File: src/rtl/pipe_dst_track.sv
// rtl/pipe_dst_track.sv - EXE/MEM/WB destination tracking with load-use stall detection
module pipe_dst_track #(
    parameter int CNT_W = 16
) (
    input  logic             clock,
    input  logic             reset,
    input  logic             d_wreg,
    input  logic             d_m2reg,
    input  logic [4:0]       d_rn,
    input  logic [4:0]       d_rs,
    input  logic [4:0]       d_rt,
    input  logic             d_use_rs,
    input  logic             d_use_rt,
    input  logic             flush,
    input  logic             hold,
    output logic             ewreg,
    output logic             em2reg,
    output logic [4:0]       ern,
    output logic             mwreg,
    output logic             mm2reg,
    output logic [4:0]       mrn,
    output logic             wwreg,
    output logic [4:0]       wrn,
    output logic             stall,
    output logic [CNT_W-1:0] stall_cnt
);

    logic rs_hit;
    logic rt_hit;
    logic bubble;
    logic cnt_full;

    // Only a load sitting in EXE can stall; a load in MEM is covered by forwarding.
    assign rs_hit   = d_use_rs & (ern == d_rs);
    assign rt_hit   = d_use_rt & (ern == d_rt);
    assign stall    = ewreg & em2reg & (ern != 5'd0) & (rs_hit | rt_hit);
    assign bubble   = stall | flush;
    assign cnt_full = &stall_cnt;

    always_ff @(posedge clock or posedge reset) begin
        if (reset) begin
            ewreg     <= 1'b0;
            em2reg    <= 1'b0;
            ern       <= 5'd0;
            mwreg     <= 1'b0;
            mm2reg    <= 1'b0;
            mrn       <= 5'd0;
            wwreg     <= 1'b0;
            wrn       <= 5'd0;
            stall_cnt <= '0;
        end else if (!hold) begin
            mwreg  <= ewreg;
            mm2reg <= em2reg;
            mrn    <= ern;
            wwreg  <= mwreg;
            wrn    <= mrn;
            if (bubble) begin
                ewreg  <= 1'b0;
                em2reg <= 1'b0;
                ern    <= 5'd0;
            end else begin
                ewreg  <= d_wreg;
                em2reg <= d_m2reg;
                ern    <= d_rn;
            end
            if (stall && !cnt_full)
                stall_cnt <= stall_cnt + CNT_W'(1);
        end
    end

endmodule

File: config.mk
export PLATFORM = sky130hd
export DESIGN_NAME = pipe_dst_track
export DESIGN_NICKNAME = d
export VERILOG_FILES = /design/src/rtl/pipe_dst_track.sv
export SDC_FILE = /design/constraint.sdc
export NUM_CORES = 1
export LEC_CHECK = 0
export ABC_CLOCK_PERIOD_IN_PS = 4600
export CAP_MARGIN = 20
export CORE_MARGIN = 3
export CORE_UTILIZATION = 48
export DETAILED_ROUTE_END_ITERATION = 8
export GPL_TIMING_DRIVEN = 0
export PLACE_DENSITY_LB_ADDON = 0.08
export SETUP_SLACK_MARGIN = 0.05
export SYNTH_ARGS = -nofsm -noshare
export SYNTH_HDL_FRONTEND = slang
export SYNTH_SLANG_ARGS = --single-unit
File: constraint.sdc
create_clock -name clock -period 4.6 [get_ports clock]
set_input_delay 0.46 -clock clock [delete_from_list [all_inputs] [get_ports clock]]
set_output_delay 0.46 -clock clock [all_outputs]
set_load 0.02 [all_outputs]
# After elaboration in Yosys (flattened, before gate mapping)
# Cells that the tools add are included.
dict set report word_totals {
  ff_bits 36
  in_bits 23
  out_inout_bits 37
  elab_cells 28
}
dict set report classes {
  n_addsub 1
  eq_ne 2
  muxes 3
  bitwise 8
  reduce_logical 5
}
# operator count
set op_table {}
lappend op_table {{$add A16 B1 Y16 const B} 1}
lappend op_table {{$reduce_and A16 Y1} 1}
lappend op_table {{$eq A5 B5 Y1} 2}
lappend op_table {{$and A1 B1 Y1} 5}
lappend op_table {{$mux W5} 1}
lappend op_table {{$reduce_bool A5 Y1} 1}
lappend op_table {{$mux W1} 2}
lappend op_table {{$or A1 B1 Y1} 2}
lappend op_table {{$reduce_and A2 Y1} 1}
lappend op_table {{$logic_and A1 B1 Y1} 1}
lappend op_table {{$logic_not A1 Y1} 1}
lappend op_table {{$not A1 Y1} 1}

# Logic depth before layout (Yosys ltp)
dict set report logic_depth {
  ltp_word 6
  mapped_depth 6
  ltp_nobuf 6
}

# Least setup slack after synthesis
# No wires, ideal clock.
dict set report synth_timing {
  path_type {register to output}
  start {reg ern[1]}
  end {out stall}
  arrival_ns 1.640
  t_required_ns 4.140
  slack_ns 2.500
  path_stages_with_launch 6
  n_path_buf 0
  path_cell_list {dfrtp_1 -> or4_4 -> o211ai_4 -> inv_4 -> nand2_4 -> inv_1}
}
dict set report synth_via {
  elab_chain_len 4
  word_cells_on_any_way 8
  cone_classes {eq/ne: 2; bitwise: 5; reduce/logical: 1}
}
# element line
set synth_rtl {}
lappend synth_rtl {{start: declaration} 18} ;# output logic [4:0] ern,
lappend synth_rtl {{start signal: assignment} 64} ;# ern <= d_rn;
lappend synth_rtl {{$eq A5 B5 Y1, on equally long branches} {34, 35}}
lappend synth_rtl {{$and A1 B1 Y1, on equally long branches} {34, 35}}
lappend synth_rtl {{$or A1 B1 Y1} 36} ;# assign stall = ewreg & em2reg & (ern != 5'd0) & (rs_hit | rt_hit);
lappend synth_rtl {{$and A1 B1 Y1 (*)} 36}
lappend synth_rtl {{end: declaration} 24} ;# output logic stall,
# Every way passes the cells marked *; elsewhere a longest branch is shown, timed or not.

# Final worst setup path
# Same ends and word-level chain as after synthesis.

==> results.py <==
metrics = {
    "logic_synthesis": {
        "yosys.area.top_type": "dfrtp_1",
        "synth_area_um2": 1720,
        "synth_top_cells_by_area": "dfrtp_1 52%, xnor2_1 13%, mux2_2 8.5%, a32o_1 4.1%, nand3_1 3.5%",
        "async_flop_share_pct": 100,
        "post_synth_num_cell_types": 29,
        "avgSynthCellArea_um2": 12.1,
        "synth_ff_type": "dfrtp_1",
        "yosysWarnings": 0,
        "synthTopCellsByCount": "36 x dfrtp_1, 25 x xnor2_1, 13 x mux2_2",
        "yosysMostFrequentCell": "dfrtp_1",
        "syn_nets": 166,
        "synth_seq_cells": 36,
        "syn_inst": 142,
        "synth_edf_count": 0,
        "ys_seq_area_share_pct": 52.3,
        "yosysTopAreaCellShare_pct": 52.3,
    },
    "pwr": {
        "p_per_area_nw_per_um2": 268,
        "static-leakage-power_nw": 0.993,
        "combPwrFrac_pct": 21.9,
        "seq_power_share_pct": 54.5,
        "clock_power_share_pct": 23.6,
        "ir_drop_v": 0.000213,
        "p_switching_uw": 181,
        "p_int_uw": 471,
        "p_total_uw": 652,
        "swShare_pct": 27.7,
    },
    "timing": {
        "tns_ps": 0,
        "tightest_slew_ps": 658,
        "clock.fmax_mhz": 337,
        "finClkSkew_ps": 10.6,
        "min_period_ps": 2970,
        "drv_slew": 0,
        "setup_viol": 0,
        "hold_violations": 0,
        "relSlewSlack_pct": 56.1,
        "rsz0062_at_grt": "no",
        "period_share_pct": 64.6,
    },
    "placed_design": {
        "gp_routability_congestion": 0.829,
        "dpl-instance-area_um2": 2390,
        "dpl.cell_count": 247,
        "port_buffers": 58,
        "place_hpwl_um": 3110,
    },
    "routing": {
        "first_pass_iters": 4,
        "drt_iter0_drc": 66,
        "wl_um": 4030,
        "ant_nets": 0,
        "remaining_drc_errors": 0,
        "num_vias": 1373,
        "routed_via_density": 5.41,
        "route.detailed.wl_per_inst_um": 15.9,
    },
    "job": {
        "drv_cap": 0,
    },
    "die": {
        "die_x_um": 65.9,
        "core-area_um2": 3390,
        "fp.dieH_um": 65.9,
        "die-area_um2": 4340,
        "std_cell_rows": 21,
        "pin_count": 60,
        "initial_core_util_pct": 50.8,
    },
    "status": {
        "status": "complete, no violations",
    },
    "hold_path": {
        "min_path_cells": 1,
        "worstHoldStart": "stall_cnt[13]",
        "hold_class": "register to register",
    },
    "clocking": {
        "cts_max_level": 2,
        "cts_tree": "done",
        "cts-resized-gates": 0,
        "clk_pin_slew_ps": 110,
        "cts_sinks": 36,
        "cts_made_buffers": 5,
        "clock_path_buffers": 2,
        "post-cts-setup-buffer-count": 0,
        "ctsHoldBuffers": 0,
        "root_buffer": "clkbuf_4",
        "clkLatencyLatePin_ps": 330,
    },
    "layout": {
        "final_util_pct": 71.8,
        "layout.nets": 232,
        "design_area_um2": 2430,
        "drive_gt1_share_pct": 14.4,
        "fillerInstances": 255,
        "diodes": 0,
        "syn_to_final_growth_pct": 41.3,
        "fin_cells": 254,
    },
    "worst_setup_path": {
        "path_depth": 6,
        "crit_fanout": 9,
        "cp_slowest_cell": "or4_4",
        "cp-end-kind": "primary output",
        "startpoint_type": "register",
        "worst_ep_required_time_ps": 4140,
        "path_cells": "or4_4 > o211ai_4 > inv_4 > nand2_4 > inv_1 > clkdlybuf4s50_1",
        "cp_top_family": "simple AND/OR/NAND/NOR gates",
        "worstSetupPathType": "register to primary output",
        "r2r_cells": 6,
        "cp_data_arrival_time_ps": 2510,
        "cp-startpoint": "ern[1]",
        "critical-path-max-stage-delay_ps": 570,
        "rr_startpoint": "stall_cnt[0]",
        "crit_buf_inv": 3,
    },
    "grt": {
        "grt_first_pass_wirelength_um": 7070,
        "grt-ovfl-total": 0,
        "grt_max_degree": 23,
        "grt_usage_pct": 21.4,
        "grt_pass1_vias": 1459,
        "antenna_found_initial": 0,
    },
}
-- placed cells by master, fill, tap and decap left out, types with 5 or more instances in the layout --
cell	Yosys	layout
nand2_1	7	7
clkdlybuf4s50_1	0	58
mux2_2	13	13
a32o_1	7	7
nor3_1	5	5
dfrtp_1	36	36
inv_1	5	5
nand3_1	12	12
clkbuf_4	0	5
xnor2_1	25	25
nand4_1	5	5
-- metal layers --
metal / part of all wire [%] / GRT usage [%] / up-vias
met5: 0 / 0 / -
met4: 2.9 / 9.84 / 0
met3: 4.8 / 4.59 / 11
met2: 49 / 34.7 / 51
met1: 44 / 27.4 / 668
li1: - / - / 643
-- cells by family (layout without fill, tap and decap cells) --
kind of cell | after synthesis | count (layout) | synth area share [%]
simple gates | 47 | 47 | 16.5
flops | 36 | 36 | 52.3
xor+xnor | 25 | 25 | 12.7
mux | 14 | 14 | 9.37
buf+inv | 10 | 76 | 2.40
compound gates | 9 | 9 | 6.03
fa+ha+maj | 1 | 1 | 0.726
-- final timing paths --
check,slack [ps],end
max,1630,stall
min reg2reg,500,stall_cnt[13]
max in group asynchronous,3540,ern[2]
min,500,stall_cnt[13]
min in group asynchronous,510,stall_cnt[6]
max reg2reg,2520,stall_cnt[1]
-- state kept, by name, summed over array words and instances, names as in the netlist --
name and count:
ewreg 1, stall_cnt 16, mwreg 1, em2reg 1
mm2reg 1, mrn 5, wwreg 1, wrn 5
ern 5
-- worst register-to-register path, cell delays in order, from the launching register on --
cell,delay (ps)
dfrtp_1,440
ha_1,230
and3_1,210
and4_1,220
nor2_2,350
nand3_2,190
mux2_4,330
-- layout make-up --
| cell class | count | area [µm²] | area share [%] |
|---|---|---|---|
| clock inverter | 1 | 5.00 | 0.206 |
| timing repair buffer | 59 | 608 | 25.0 |
| sequential | 36 | 901 | 37.0 |
| clock buffer | 6 | 41.3 | 1.70 |
| multi-input combinational | 96 | 781 | 32.1 |
| inverter | 6 | 25.0 | 1.03 |
| buffer | 4 | 16.3 | 0.668 |
| tap | 46 | 57.6 | 2.36 |
-- metrics by stage --
stage	hold WS (ps)	worst slack (ps)
detailed placement	490	1700
global route	528	1500
global placement	475	1740
finish	500	1630
floorplan	593	2500
CTS	503	1590
-- power groups by stage --
stage | clock network [mW] | logic (mW) | registers [mW]
6_report | 0.154 | 0.143 | 0.355
3_3_place_gp | 0 | 0.138 | 0.360
5_1_grt | 0.169 | 0.152 | 0.359
4_1_cts | 0.158 | 0.145 | 0.356
3_5_place_dp | 0 | 0.144 | 0.362
2_1_floorplan | 0 | 0.0469 | 0.383
No activity file was read; power rests on OpenSTA's default activity.
